### src/rtl/i2c_pkg.sv
// Shared types and constants for the I2C register-access responder.
package i2c_pkg;

  typedef enum logic [3:0] {
    ST_IDLE,
    ST_ADDR,
    ST_ADDR_ACK,
    ST_REG,
    ST_REG_ACK,
    ST_WDATA,
    ST_WDATA_ACK,
    ST_RDATA,
    ST_RDATA_ACK,
    ST_IGNORE
  } i2c_state_e;

  localparam logic I2C_WRITE = 1'b0;
  localparam logic I2C_READ  = 1'b1;

  localparam logic [6:0] I2C_DEV_ADDR_DEFAULT = 7'h39;

endpackage

### src/rtl/i2c_line_sync.sv
// Bus-line synchronizer with rise/fall pulses; presets high so an idle bus
// looks idle straight out of reset.
module i2c_line_sync #(
  parameter int SYNC_STAGES = 2
) (
  input  logic clk,
  input  logic rst,
  input  logic d,
  output logic q,
  output logic rise,
  output logic fall
);

  logic [SYNC_STAGES-1:0] sync;
  logic                   prev;

  always_ff @(posedge clk or posedge rst) begin
    if (rst) begin
      sync <= '1;
      prev <= 1'b1;
    end else begin
      sync <= SYNC_STAGES'({sync, d});
      prev <= sync[SYNC_STAGES-1];
    end
  end

  assign q    = sync[SYNC_STAGES-1];
  assign rise = q & ~prev;
  assign fall = ~q & prev;

endmodule

### src/rtl/i2c_responder.sv
// I2C register-access responder: 8-bit pointer write, then data writes or
// reads with auto-increment; register traffic is exposed as strobes.
module i2c_responder
  import i2c_pkg::*;
#(
  parameter logic [6:0] DEV_ADDR    = I2C_DEV_ADDR_DEFAULT,
  parameter int         SYNC_STAGES = 2
) (
  input  logic       clk,
  input  logic       rst,
  input  logic       scl_in,
  input  logic       sda_in,
  output logic       sda_oe,
  output logic       wr_stb,
  output logic [7:0] wr_reg,
  output logic [7:0] wr_data,
  output logic       rd_stb,
  output logic [7:0] rd_reg,
  input  logic [7:0] rd_data,
  output logic       busy
);

  logic scl, scl_rise, scl_fall;
  logic sda, sda_rise, sda_fall;

  i2c_line_sync #(.SYNC_STAGES(SYNC_STAGES)) u_scl_sync (
    .clk(clk), .rst(rst), .d(scl_in), .q(scl), .rise(scl_rise), .fall(scl_fall)
  );

  i2c_line_sync #(.SYNC_STAGES(SYNC_STAGES)) u_sda_sync (
    .clk(clk), .rst(rst), .d(sda_in), .q(sda), .rise(sda_rise), .fall(sda_fall)
  );

  i2c_state_e state, state_d;
  logic [3:0] bit_cnt;
  logic [6:0] shreg;
  logic [7:0] tx;
  logic [7:0] ptr;
  logic       rw;
  logic [1:0] vld_pipe;

  logic       start, stop, last_bit, ack_begin, ack_end, addr_hit;
  logic [7:0] rx_byte;

  assign start     = sda_fall & scl;
  assign stop      = sda_rise & scl;
  assign rx_byte   = {shreg, sda};
  assign addr_hit  = (rx_byte[7:1] == DEV_ADDR);
  // bit_cnt counts SCL rises in a 9-bit frame; 8/9 mark the ACK slot phases
  assign last_bit  = scl_rise && (bit_cnt == 4'd7);
  assign ack_begin = scl_fall && (bit_cnt == 4'd8);
  assign ack_end   = scl_fall && (bit_cnt == 4'd9);

  always_ff @(posedge clk or posedge rst) begin
    if (rst) state <= ST_IDLE;
    else     state <= state_d;
  end

  always_comb begin
    state_d = state;
    if (start) begin
      state_d = ST_ADDR;
    end else if (stop) begin
      state_d = ST_IDLE;
    end else if (scl_rise) begin
      case (state)
        ST_ADDR:      if (last_bit) state_d = addr_hit ? ST_ADDR_ACK : ST_IGNORE;
        ST_REG:       if (last_bit) state_d = ST_REG_ACK;
        ST_WDATA:     if (last_bit) state_d = ST_WDATA_ACK;
        ST_RDATA:     if (last_bit) state_d = ST_RDATA_ACK;
        ST_RDATA_ACK: if (bit_cnt == 4'd8 && sda) state_d = ST_IGNORE;
        default: ;
      endcase
    end else if (ack_end) begin
      case (state)
        ST_ADDR_ACK:  state_d = (rw == I2C_READ) ? ST_RDATA : ST_REG;
        ST_REG_ACK,
        ST_WDATA_ACK: state_d = ST_WDATA;
        ST_RDATA_ACK: state_d = ST_RDATA;
        default: ;
      endcase
    end
  end

  always_ff @(posedge clk or posedge rst) begin
    if (rst) begin
      sda_oe   <= 1'b0;
      wr_stb   <= 1'b0;
      wr_reg   <= 8'h00;
      wr_data  <= 8'h00;
      rd_stb   <= 1'b0;
      rd_reg   <= 8'h00;
      busy     <= 1'b0;
      bit_cnt  <= 4'd0;
      shreg    <= 7'h00;
      tx       <= 8'h00;
      ptr      <= 8'h00;
      rw       <= I2C_WRITE;
      vld_pipe <= 2'b00;
    end else begin
      wr_stb   <= 1'b0;
      rd_stb   <= 1'b0;
      vld_pipe <= {vld_pipe[0], rd_stb};
      if (start) begin
        sda_oe  <= 1'b0;
        bit_cnt <= 4'd0;
      end else if (stop) begin
        sda_oe  <= 1'b0;
        busy    <= 1'b0;
        bit_cnt <= 4'd0;
      end else begin
        if (scl_rise) begin
          shreg   <= rx_byte[6:0];
          bit_cnt <= bit_cnt + 4'd1;
        end else if (ack_end) begin
          bit_cnt <= 4'd0;
        end
        case (state)
          ST_ADDR: if (last_bit) begin
            busy <= addr_hit;
            if (addr_hit) rw <= rx_byte[0];
          end
          ST_ADDR_ACK: begin
            if (ack_begin) sda_oe <= 1'b1;
            if (scl_rise && bit_cnt == 4'd8 && rw == I2C_READ) begin
              rd_stb <= 1'b1;
              rd_reg <= ptr;
            end
            // a read hands the line straight from ACK to the first data MSB
            if (ack_end) begin
              if (rw == I2C_READ) begin
                sda_oe <= ~tx[7];
                tx     <= {tx[6:0], 1'b0};
              end else begin
                sda_oe <= 1'b0;
              end
            end
          end
          ST_REG: if (last_bit) ptr <= rx_byte;
          ST_REG_ACK, ST_WDATA_ACK: begin
            if (ack_begin) sda_oe <= 1'b1;
            if (ack_end) begin
              sda_oe <= 1'b0;
              if (state == ST_WDATA_ACK) ptr <= ptr + 8'd1;
            end
          end
          ST_WDATA: if (last_bit) begin
            wr_stb  <= 1'b1;
            wr_reg  <= ptr;
            wr_data <= rx_byte;
          end
          ST_RDATA: if (scl_fall) begin
            sda_oe <= ~tx[7];
            tx     <= {tx[6:0], 1'b0};
          end
          ST_RDATA_ACK: begin
            if (ack_begin) sda_oe <= 1'b0;
            if (scl_rise && bit_cnt == 4'd8 && !sda) begin
              ptr    <= ptr + 8'd1;
              rd_reg <= ptr + 8'd1;
              rd_stb <= 1'b1;
            end
            if (ack_end) begin
              sda_oe <= ~tx[7];
              tx     <= {tx[6:0], 1'b0};
            end
          end
          ST_IGNORE: begin
            sda_oe <= 1'b0;
            busy   <= 1'b0;
          end
          default: ;
        endcase
      end
      // read data arrives two clocks after the strobe
      if (vld_pipe[1]) tx <= rd_data;
    end
  end

endmodule

### config.mk
export PLATFORM = sky130hd
export DESIGN_NAME = i2c_responder
export DESIGN_NICKNAME = d
export VERILOG_FILES = /design/src/rtl/i2c_pkg.sv /design/src/rtl/i2c_line_sync.sv /design/src/rtl/i2c_responder.sv
export SDC_FILE = /design/constraint.sdc
export NUM_CORES = 1
export LEC_CHECK = 0
export BUFFER_PORTS_ARGS = -buffer_cell sky130_fd_sc_hd__buf_2
export CORE_MARGIN = 3
export CORE_UTILIZATION = 50
export CTS_BUF_LIST = sky130_fd_sc_hd__clkbuf_4 sky130_fd_sc_hd__clkbuf_8
export CTS_CLUSTER_DIAMETER = 60
export DETAILED_ROUTE_END_ITERATION = 8
export PLACE_DENSITY = 0.77
export SLEW_MARGIN = 20
export SYNTH_ARGS = -nofsm -noshare
export SYNTH_HDL_FRONTEND = slang
export SYNTH_HIERARCHICAL = 1
export SYNTH_SLANG_ARGS = --single-unit
### constraint.sdc
create_clock -name clk -period 2.2 [get_ports clk]
set_input_delay 0.44 -clock clk [delete_from_list [all_inputs] [get_ports clk]]
set_output_delay 0.44 -clock clk [all_outputs]
set_load 0.05 [all_outputs]
Word level (Yosys, flattened, before mapping):

Index checks and enable logic that the tools add are counted.

* add/subtract/negate cells: 2
* equal/unequal tests: 33
* mux-type cells: 54
* bitwise logic cells: 13
* reduce and logical (&&, ||, !) cells: 25

Operators by type and width (count)
* 2-to-1 mux 8 bit: 12
* 2-to-1 mux 4 bit: 14
* one-hot mux 8 bit (3 select lines): 2
* inequality test 5 bit, second input constant: 6
* == test 4 x 3 -> 1 bit, second input constant: 5
* one-hot mux 4 bit (5 select lines): 1
* 2-to-1 mux 1 bit: 19
* == test 4 bit, second input constant: 4
* one-hot mux 8 bit (2 select lines): 1
* inequality test 3 bit, second input constant: 5
* inequality test 2 bit, second input constant: 7
* AND reduction 7 bit: 2
* one-hot mux 4 bit (3 select lines): 1
* AND reduction 5 bit: 2
* AND reduction 3 bit: 3
* adder 8 x 1 -> 8 bit, second input constant: 1
* == test 4 x 2 -> 1 bit, second input constant: 2
* inequality test 8 x 1 -> 1 bit, second input constant: 1
* AND reduction 8 bit: 1
* nonzero test 4 bit: 2
* == test 7 x 6 -> 1 bit, second input constant: 1
* logical AND 1 bit: 7
* inverter 1 bit: 7
* nonzero test 7 bit: 1
* 13 further kinds: 20

* register bits: 68
* output and inout port bits: 28

Longest topological paths before layout:

Gate-level depths: netlist (run 1).

* depth after elaboration: 8
* depth in mapped cells: 9
* mapped depth without buffers: 7

Cells and area by module:

The synthesis (run 1) kept the hierarchy.

By module, submodules not included
* i2c_responder: times used 1, cells an instance 306, area an instance 3223.1 µm², sequential area each 1551.5 µm²
* i2c_line_sync: times used 2, cells an instance 6, area an instance 97.6 µm², sequential area each 78.8 µm²

Worst setup path before layout (run 1):

No wires, ideal clock.

* path type: flip-flop to flip-flop
* from: register u_sda_sync.sync[1]
* to: register rd_reg[6]
* library setup time: 0.125 ns
* arrival time: 2.083 ns
* setup slack: -0.007 ns
* stages on the path, launching flop included: 8
* path buffers: 1
* period minus slack after synthesis: 2.207 ns
* cells stage by stage: dfstp_2 and2b_2 o21ai_1 nand2_1 or4_1 buf_2 inv_1 mux2_2

* cells in the longest elaborated chain, start to end: 5
* elaborated cells on any way between the ends: 11
* classes of those cells: 1 x eq/ne; 7 x bitwise; 3 x reduce/logical

RTL lines
* start: declaration: line i2c_line_sync.sv:14 `logic [SYNC_STAGES-1:0] sync;`
* start signal: assignment: line i2c_line_sync.sv:22 `sync <= SYNC_STAGES'({sync, d});`
* inverter 1 bit: line i2c_line_sync.sv:29 `assign fall = ~q & prev;`
* bitwise AND 1 bit: line i2c_line_sync.sv:29
* net sda_fall: line i2c_responder.sv:24 `logic sda, sda_rise, sda_fall;`
* bitwise AND 1 bit: line i2c_responder.sv:45 `assign start = sda_fall & scl;`
* inverter 1 bit (no line)
* AND reduction 5 bit (no line)
* end signal: assignment: line i2c_responder.sv:127 `rd_reg <= ptr;`
* end signal: assignment: line i2c_responder.sv:160 `rd_reg <= ptr + 8'd1;`
* end: declaration: line i2c_responder.sv:18 `output logic [7:0] rd_reg,`

The timed path passes the listed nets, and every way through them passes these cells.
A chain may end at the register's enable or synchronous reset.

Worst setup path after layout (run 1):

* from: register u_sda_sync.sync[1]
* to: register tx[7]

* cells in the longest elaborated chain, start to end: 5
* elaborated cells on any way between the ends: 8
* classes of those cells: 2 x eq/ne; 5 x bitwise; 1 x reduce/logical

RTL lines
* inverter 1 bit: line i2c_line_sync.sv:29
* bitwise AND 1 bit: line i2c_line_sync.sv:29
* net sda_fall: line i2c_responder.sv:24
* bitwise AND 1 bit: line i2c_responder.sv:45
* inequality test 2 bit (no line)
* AND reduction 7 bit (no line)
* end signal: assignment: line i2c_responder.sv:133 `tx <= {tx[6:0], 1'b0};`
* end signal: assignment: line i2c_responder.sv:154 `tx <= {tx[6:0], 1'b0};`
* end signal: assignment: line i2c_responder.sv:165 `tx <= {tx[6:0], 1'b0};`
* end: declaration: line i2c_responder.sv:37 `logic [7:0] tx;`

The timed path passes the listed nets, and every way through them passes these cells.

==> flow_metrics.py, run 1 <==
metrics = {
    "worst_setup_path": {
        "required_ns": 2.43,
        "cpLargestDelayFamily": "multiplexers",
        "cp_max_fo": 8,
        "critPathSlowestCell": "dfstp_2",
        "critPathBufInv": 2,
        "critPathMaxStageDelay_ns": 0.53,
        "cp-start-kind": "flip-flop",
        "crit_chain": "and2b_2, o21ai_2, buf_6, o41ai_2, a21oi_2, buf_6, mux2_2, mux2_2",
        "path_class": "reg2reg",
        "critPathArrivalTime_ns": 2.36,
        "end_kind": "flip-flop",
    },
    "power": {
        "p_leak_nw": 1.95,
        "vdd_drop_max_mv": 0.504,
        "p_per_area_nw_per_um2": 962,
    },
    "clock_tree": {
        "numCtsBuffers": 9,
        "hold_buffers": 0,
        "clock_sinks": 68,
        "cts.clk_slew.worst_paths_ns": 0.07,
        "cts_max_level": 3,
        "cts_root_buf": "clkbuf_8",
        "clockBufferDepth": 2,
        "cts_tree": "yes",
        "clock_latency_ns": 0.34,
    },
    "routing": {
        "wl_met2_mm": 3.08,
        "dr.pass1.iters": 5,
        "drt_wl_total_mm": 6.76,
        "drt_iter0_markers": 230,
        "drt-met1-wl_mm": 3.19,
        "met3_length_um": 364,
        "drc_errors": 0,
        "vias": 2540,
        "ant_nets": 0,
        "viasPerCell": 5.59,
        "detail_route.wl_per_cell_um": 14.9,
        "routed.top_layer": "met4",
    },
    "place": {
        "gp_congestion": 0.873,
        "portBuffers": 39,
        "post-place-ws_ns": -0.0596,
        "dp_hpwl_mm": 4.69,
        "dp.cells": 434,
    },
    "yosys": {
        "netlist_area_sq_um": 3420,
        "ys_types": 60,
        "synth_area_leaders": "dfrtp_1, mux2_2, dfstp_2",
        "synthTopCellsByCount": "dfrtp_1, mux2_2, nand2_1, a21oi_1, o21ai_0",
        "yosysSeqAreaShare_pct": 50.0,
        "syn_inst": 318,
        "synth.avg_cell_area_sq_um": 10.7,
        "synth-warning-count": 6,
        "synth_top_area_share_pct": 45.4,
        "syn_nets": 334,
        "synth_edf_count": 0,
        "synth_area_leader_cell": "dfrtp_1",
        "ys_ff_latch": 68,
        "ys_async_sr_fraction_pct": 100,
        "synth_top_flop_cell": "dfrtp_1",
        "synth.most_common_cell": "dfrtp_1",
    },
    "layout": {
        "syn_to_final_growth_pct": 18.8,
        "n_antenna_cell": 0,
        "seqCellArea_sq_um": 1710,
        "layout.cells.non_filler": 454,
        "finish.net_count": 388,
        "multiInputGateArea_sq_um": 1600,
        "fillers": 527,
        "drive_gt1_share_pct": 36.3,
    },
    "die": {
        "start_util_pct": 52.6,
        "die-area_sq_um": 7870,
        "die_w_um": 88.7,
        "core-area_sq_um": 6490,
        "die_h_um": 88.7,
        "top_level_ports": 40,
        "fp-row-count": 29,
    },
    "grt": {
        "antenna_found_initial": 0,
        "grt_pass1_vias": 2410,
        "grt_first_pass_wirelength_mm": 10.9,
        "grt_usage_pct": 18.2,
        "grt_max_degree": 63,
        "grt_remaining_overflow": 0,
    },
    "timing": {
        "min_period_ns": 2.14,
        "worstMarginPinSlew_ns": 0.394,
        "final.setup.worst_slack_ns": 0.0639,
        "slew_headroom_pct": 73.5,
        "skew_ns": 0.00955,
        "max_freq_mhz": 468,
        "finalCritPeriodShare_pct": 97.1,
        "final-hold-violation-count": 0,
        "rsz0062_at_grt": "true",
        "slew_viol_final": 0,
        "setup_viol": 0,
    },
    "hold_path": {
        "hp-class": "in2async",
    },
    "run_status": {
        "outcome": "finished clean",
    },
    "job": {
        "maxCapViolCount": 0,
    },
}
[through the flow]
step	utilization (%)	instance area [sq um]	TNS (ns)	hold slack, ns	total power [W]
3_3_place_gp	58.1	3770	0	0.341	0.00273
6_report	62.5	4060	0	0.154	0.00390
3_5_place_dp	58.1	3770	-0.367	0.347	0.00276
2_1_floorplan	-	3420	0	0.331	0.00247
4_1_cts	61.6	4000	0	0.150	0.00390
5_1_grt	62.5	4060	-0.0735	0.165	0.00411
[cell type report]
| class | count | area share (%) |
|---|---|---|
| clock buffer | 9 | 3.05 |
| tap | 77 | 2.37 |
| inverter | 10 | 0.925 |
| multi-input combinational | 223 | 39.4 |
| sequential | 68 | 42.1 |
| timing repair buffer | 60 | 9.68 |
| clock inverter | 7 | 2.43 |
[metal layers]
metal / track usage [%] / vias to the layer above
li1: - / 1239
met1: 24.7 / 1220
met2: 27.5 / 71
met3: 3.91 / 10
met4: 9.07 / 0
met5: 0 / -
[worst paths after layout]
| kind | cells after the start | from | slack (ns) | end |
|---|---|---|---|---|
| hold / removal | 3 | rst | 0.15 | bit_cnt[3] |
| max in group asynchronous | 3 | rst | 1.76 | tx[3] |
| setup reg to reg | 8 | u_sda_sync/sync[1] | 0.06 | tx[7] |
| setup / recovery | 8 | u_sda_sync/sync[1] | 0.06 | tx[7] |
| hold reg to reg | 0 | u_scl_sync/sync[0] | 0.35 | u_scl_sync/sync[1] |
| min in group clk | 1 | scl_in | 0.20 | u_scl_sync/sync[0] |
[report_power, final]
part	total (W)	internal (W)	switching, W
clock network	0.00112	0.000643	0.000482
registers	0.00168	0.00145	0.000229
logic	0.00110	0.000509	0.000589
total	0.00390	0.00260	0.00130
[cell usage in the layout (no fill, tap or decap), drive strengths merged, types with 4 or more instances in the layout]
cell type,instances
a21oi,21
a31oi,5
buf,60
clkbuf,9
dfrtp,62
dfstp,6
ha,4
inv,11
mux2,40
nand2,36
nand2b,7
nand3,7
nor2,18
nor2b,6
o21ai,20
xnor2,6
xor2,4
[kinds of logic (layout without fill, tap and decap cells)]
kind of cell | count (synthesis) | count (layout) | synth area share, %
multiplexers | 41 | 41 | 13.5
AND/OR/NAND/NOR | 100 | 100 | 15.6
buffers and inverters | 27 | 86 | 3.88
flip-flops | 68 | 68 | 50.0
XOR/XNOR | 10 | 10 | 2.56
adder cells (fa/ha/maj) | 4 | 4 | 1.46
AO/OA/AOI/OAI | 68 | 68 | 13.0
[worst reg2reg max path, stage by stage, from the launching register on]
cell and delay [ns]:
dfstp_2 0.53, and2b_2 0.24, o21ai_2 0.17, buf_6 0.13
o41ai_2 0.07, a21oi_2 0.13, buf_6 0.16, mux2_2 0.35
mux2_2 0.26
[repair_timing]
item / CTS / global route
pin swaps: 0 / 1
setup buffers: 1 / 3
cloned: 0 / 0
setup endpoints to repair: 7 / 17
gates resized for setup: 0 / 9
Power figures use the tool's default switching activity.
==> inputs of run 2 (changes only) <==
PLACE_DENSITY = 0.74   (was 0.77)
clock period = 2.7 ns   (was 2.2 ns; I/O delays follow)
==> flow_metrics.py, run 2 (synthesis gave the netlist of run 1 again) <==
metrics = {
    "clock_tree": {
        "cts_setup_buffers": 0,
        "cts_tree": "yes",
        "cts_max_level": 3,
        "cts.clk_slew.worst_paths_ns": 0.07,
        "clockBufferDepth": 2,
        "clock_sinks": 68,
        "cts_root_buf": "clkbuf_8",
        "hold_buffers": 0,
        "numCtsBuffers": 9,
        "clock_latency_ns": 0.34,
        "cts_resized": 0,
    },
    "timing": {
        "final-hold-violation-count": 0,
        "worstMarginPinSlew_ns": 0.530,
        "hold-worst-slack_ns": 0.258,
        "max_freq_mhz": 433,
        "min_period_ns": 2.31,
        "rsz0062_at_grt": "false",
        "slew_viol_final": 0,
        "tns_ns": 0,
        "slew_headroom_pct": 64.6,
        "final.setup.worst_slack_ns": 0.393,
        "skew_ns": 0.0100,
        "finalCritPeriodShare_pct": 85.5,
        "setup_viol": 0,
    },
    "die": {
        "core-area_sq_um": 6490,
        "start_util_pct": 52.6,
        "die_h_um": 88.7,
        "die-area_sq_um": 7870,
        "top_level_ports": 40,
        "die_w_um": 88.7,
        "fp-row-count": 29,
    },
    "worst_setup_path": {
        "crit_chain": "and2b_2, o21ai_1, buf_4, o41ai_1, a21oi_2, mux2_2, mux2_2",
        "critPathArrivalTime_ns": 2.53,
        "crit_top_cell": "mux2_2",
        "cp_max_fo": 8,
        "cpLargestDelayFamily": "multiplexers",
        "cp.depth": 7,
        "critPathSlowestCell": "dfstp_2",
        "path_class": "reg2reg",
        "critPathBufInv": 1,
        "cp-start-kind": "flip-flop",
        "critPathMaxStageDelay_ns": 0.54,
        "end_kind": "flip-flop",
        "required_ns": 2.92,
        "reg2reg_depth": 7,
    },
    "place": {
        "dp.cells": 431,
        "place_area_sq_um": 3730,
        "gp_congestion": 0.875,
        "dp_hpwl_mm": 4.87,
        "post-place-ws_ns": 0.416,
        "portBuffers": 39,
    },
    "layout": {
        "seqCellArea_sq_um": 1710,
        "layout.cells.non_filler": 447,
        "syn_to_final_growth_pct": 14.9,
        "drive_gt1_share_pct": 34.1,
        "finish.net_count": 381,
        "n_antenna_cell": 0,
        "layout.cells.most_common": "dfrtp_1",
        "stdcell_area_sq_um": 3930,
        "multiInputGateArea_sq_um": 1580,
        "fillers": 547,
        "most-common-layout-cells": "dfrtp_1, mux2_2, buf_2, nand2_1, a21oi_1",
    },
    "routing": {
        "drt_wl_total_mm": 6.86,
        "detail_route.wl_per_cell_um": 15.3,
        "dr.pass1.iters": 4,
        "vias": 2501,
        "drc_errors": 0,
        "ant_nets": 0,
        "viasPerCell": 5.60,
        "drt_iter0_markers": 168,
    },
    "power": {
        "p_leak_nw": 1.88,
        "p_per_area_nw_per_um2": 777,
        "vdd_drop_max_mv": 0.348,
    },
    "grt": {
        "grt_first_pass_wirelength_mm": 11.6,
        "grt_remaining_overflow": 0,
        "grt_pass1_vias": 2480,
        "antenna_found_initial": 0,
        "grt_max_degree": 40,
        "grt_usage_pct": 19.1,
    },
    "hold_path": {
        "hp-class": "in2async",
    },
    "run_status": {
        "outcome": "finished clean",
    },
    "job": {
        "maxCapViolCount": 0,
    },
}
run 2: cell count changes in the layout (fill, tap and decap cells not counted), moves of 2 or more:
| cell | previous run | this run |
|---|---|---|
| buf_4 | 15 | 13 |
| buf_6 | 4 | 0 |
| mux2_2 | 38 | 40 |
| mux2_4 | 2 | 0 |
run 2: path summary, 6_finish.rpt:
path | startpoint | slack, ns | endpoint
min | rst | 0.26 | state[2]
min in group clk | scl_in | 0.29 | u_scl_sync/sync[0]
max | u_sda_sync/sync[1] | 0.39 | tx[2]
max reg2reg | u_sda_sync/sync[1] | 0.39 | tx[2]
max in group asynchronous | rst | 1.86 | wr_data[6]
min reg2reg | u_scl_sync/sync[0] | 0.36 | u_scl_sync/sync[1]
run 2: through the flow:
| step | total power [W] | util [%] |
|---|---|---|
| finish | 0.00305 | 60.5 |
| detailed placement | 0.00225 | 57.5 |
| CTS | 0.00308 | 60.5 |
| global placement | 0.00222 | 57.5 |
| global route | 0.00325 | 60.5 |
| floorplan | 0.00201 | - |
run 2: metal layers:
metal,vias to the layer above,GRT usage [%],part of all wire [%]
met5,-,0,0
met4,0,7.55,1.5
met3,8,4.28,4.4
met2,52,29.3,45
met1,1215,26.2,49
li1,1226,-,-
run 2: cell type report:
| class | instances | area share (%) |
|---|---|---|
| tap | 77 | 2.45 |
| sequential | 68 | 43.5 |
| multi-input combinational | 223 | 40.1 |
| inverter | 10 | 0.955 |
| timing repair buffer | 53 | 7.96 |
| clock buffer | 10 | 3.34 |
| clock inverter | 6 | 1.66 |
run 2: power by group:
part	switching (W)	total, W	internal (W)	leakage, nW
Sequential	0.000186	0.00137	0.00118	0.895
Clock	0.000381	0.000817	0.000436	0.0996
Combinational	0.000478	0.000868	0.000389	0.890
Total	0.00104	0.00305	0.00201	1.88
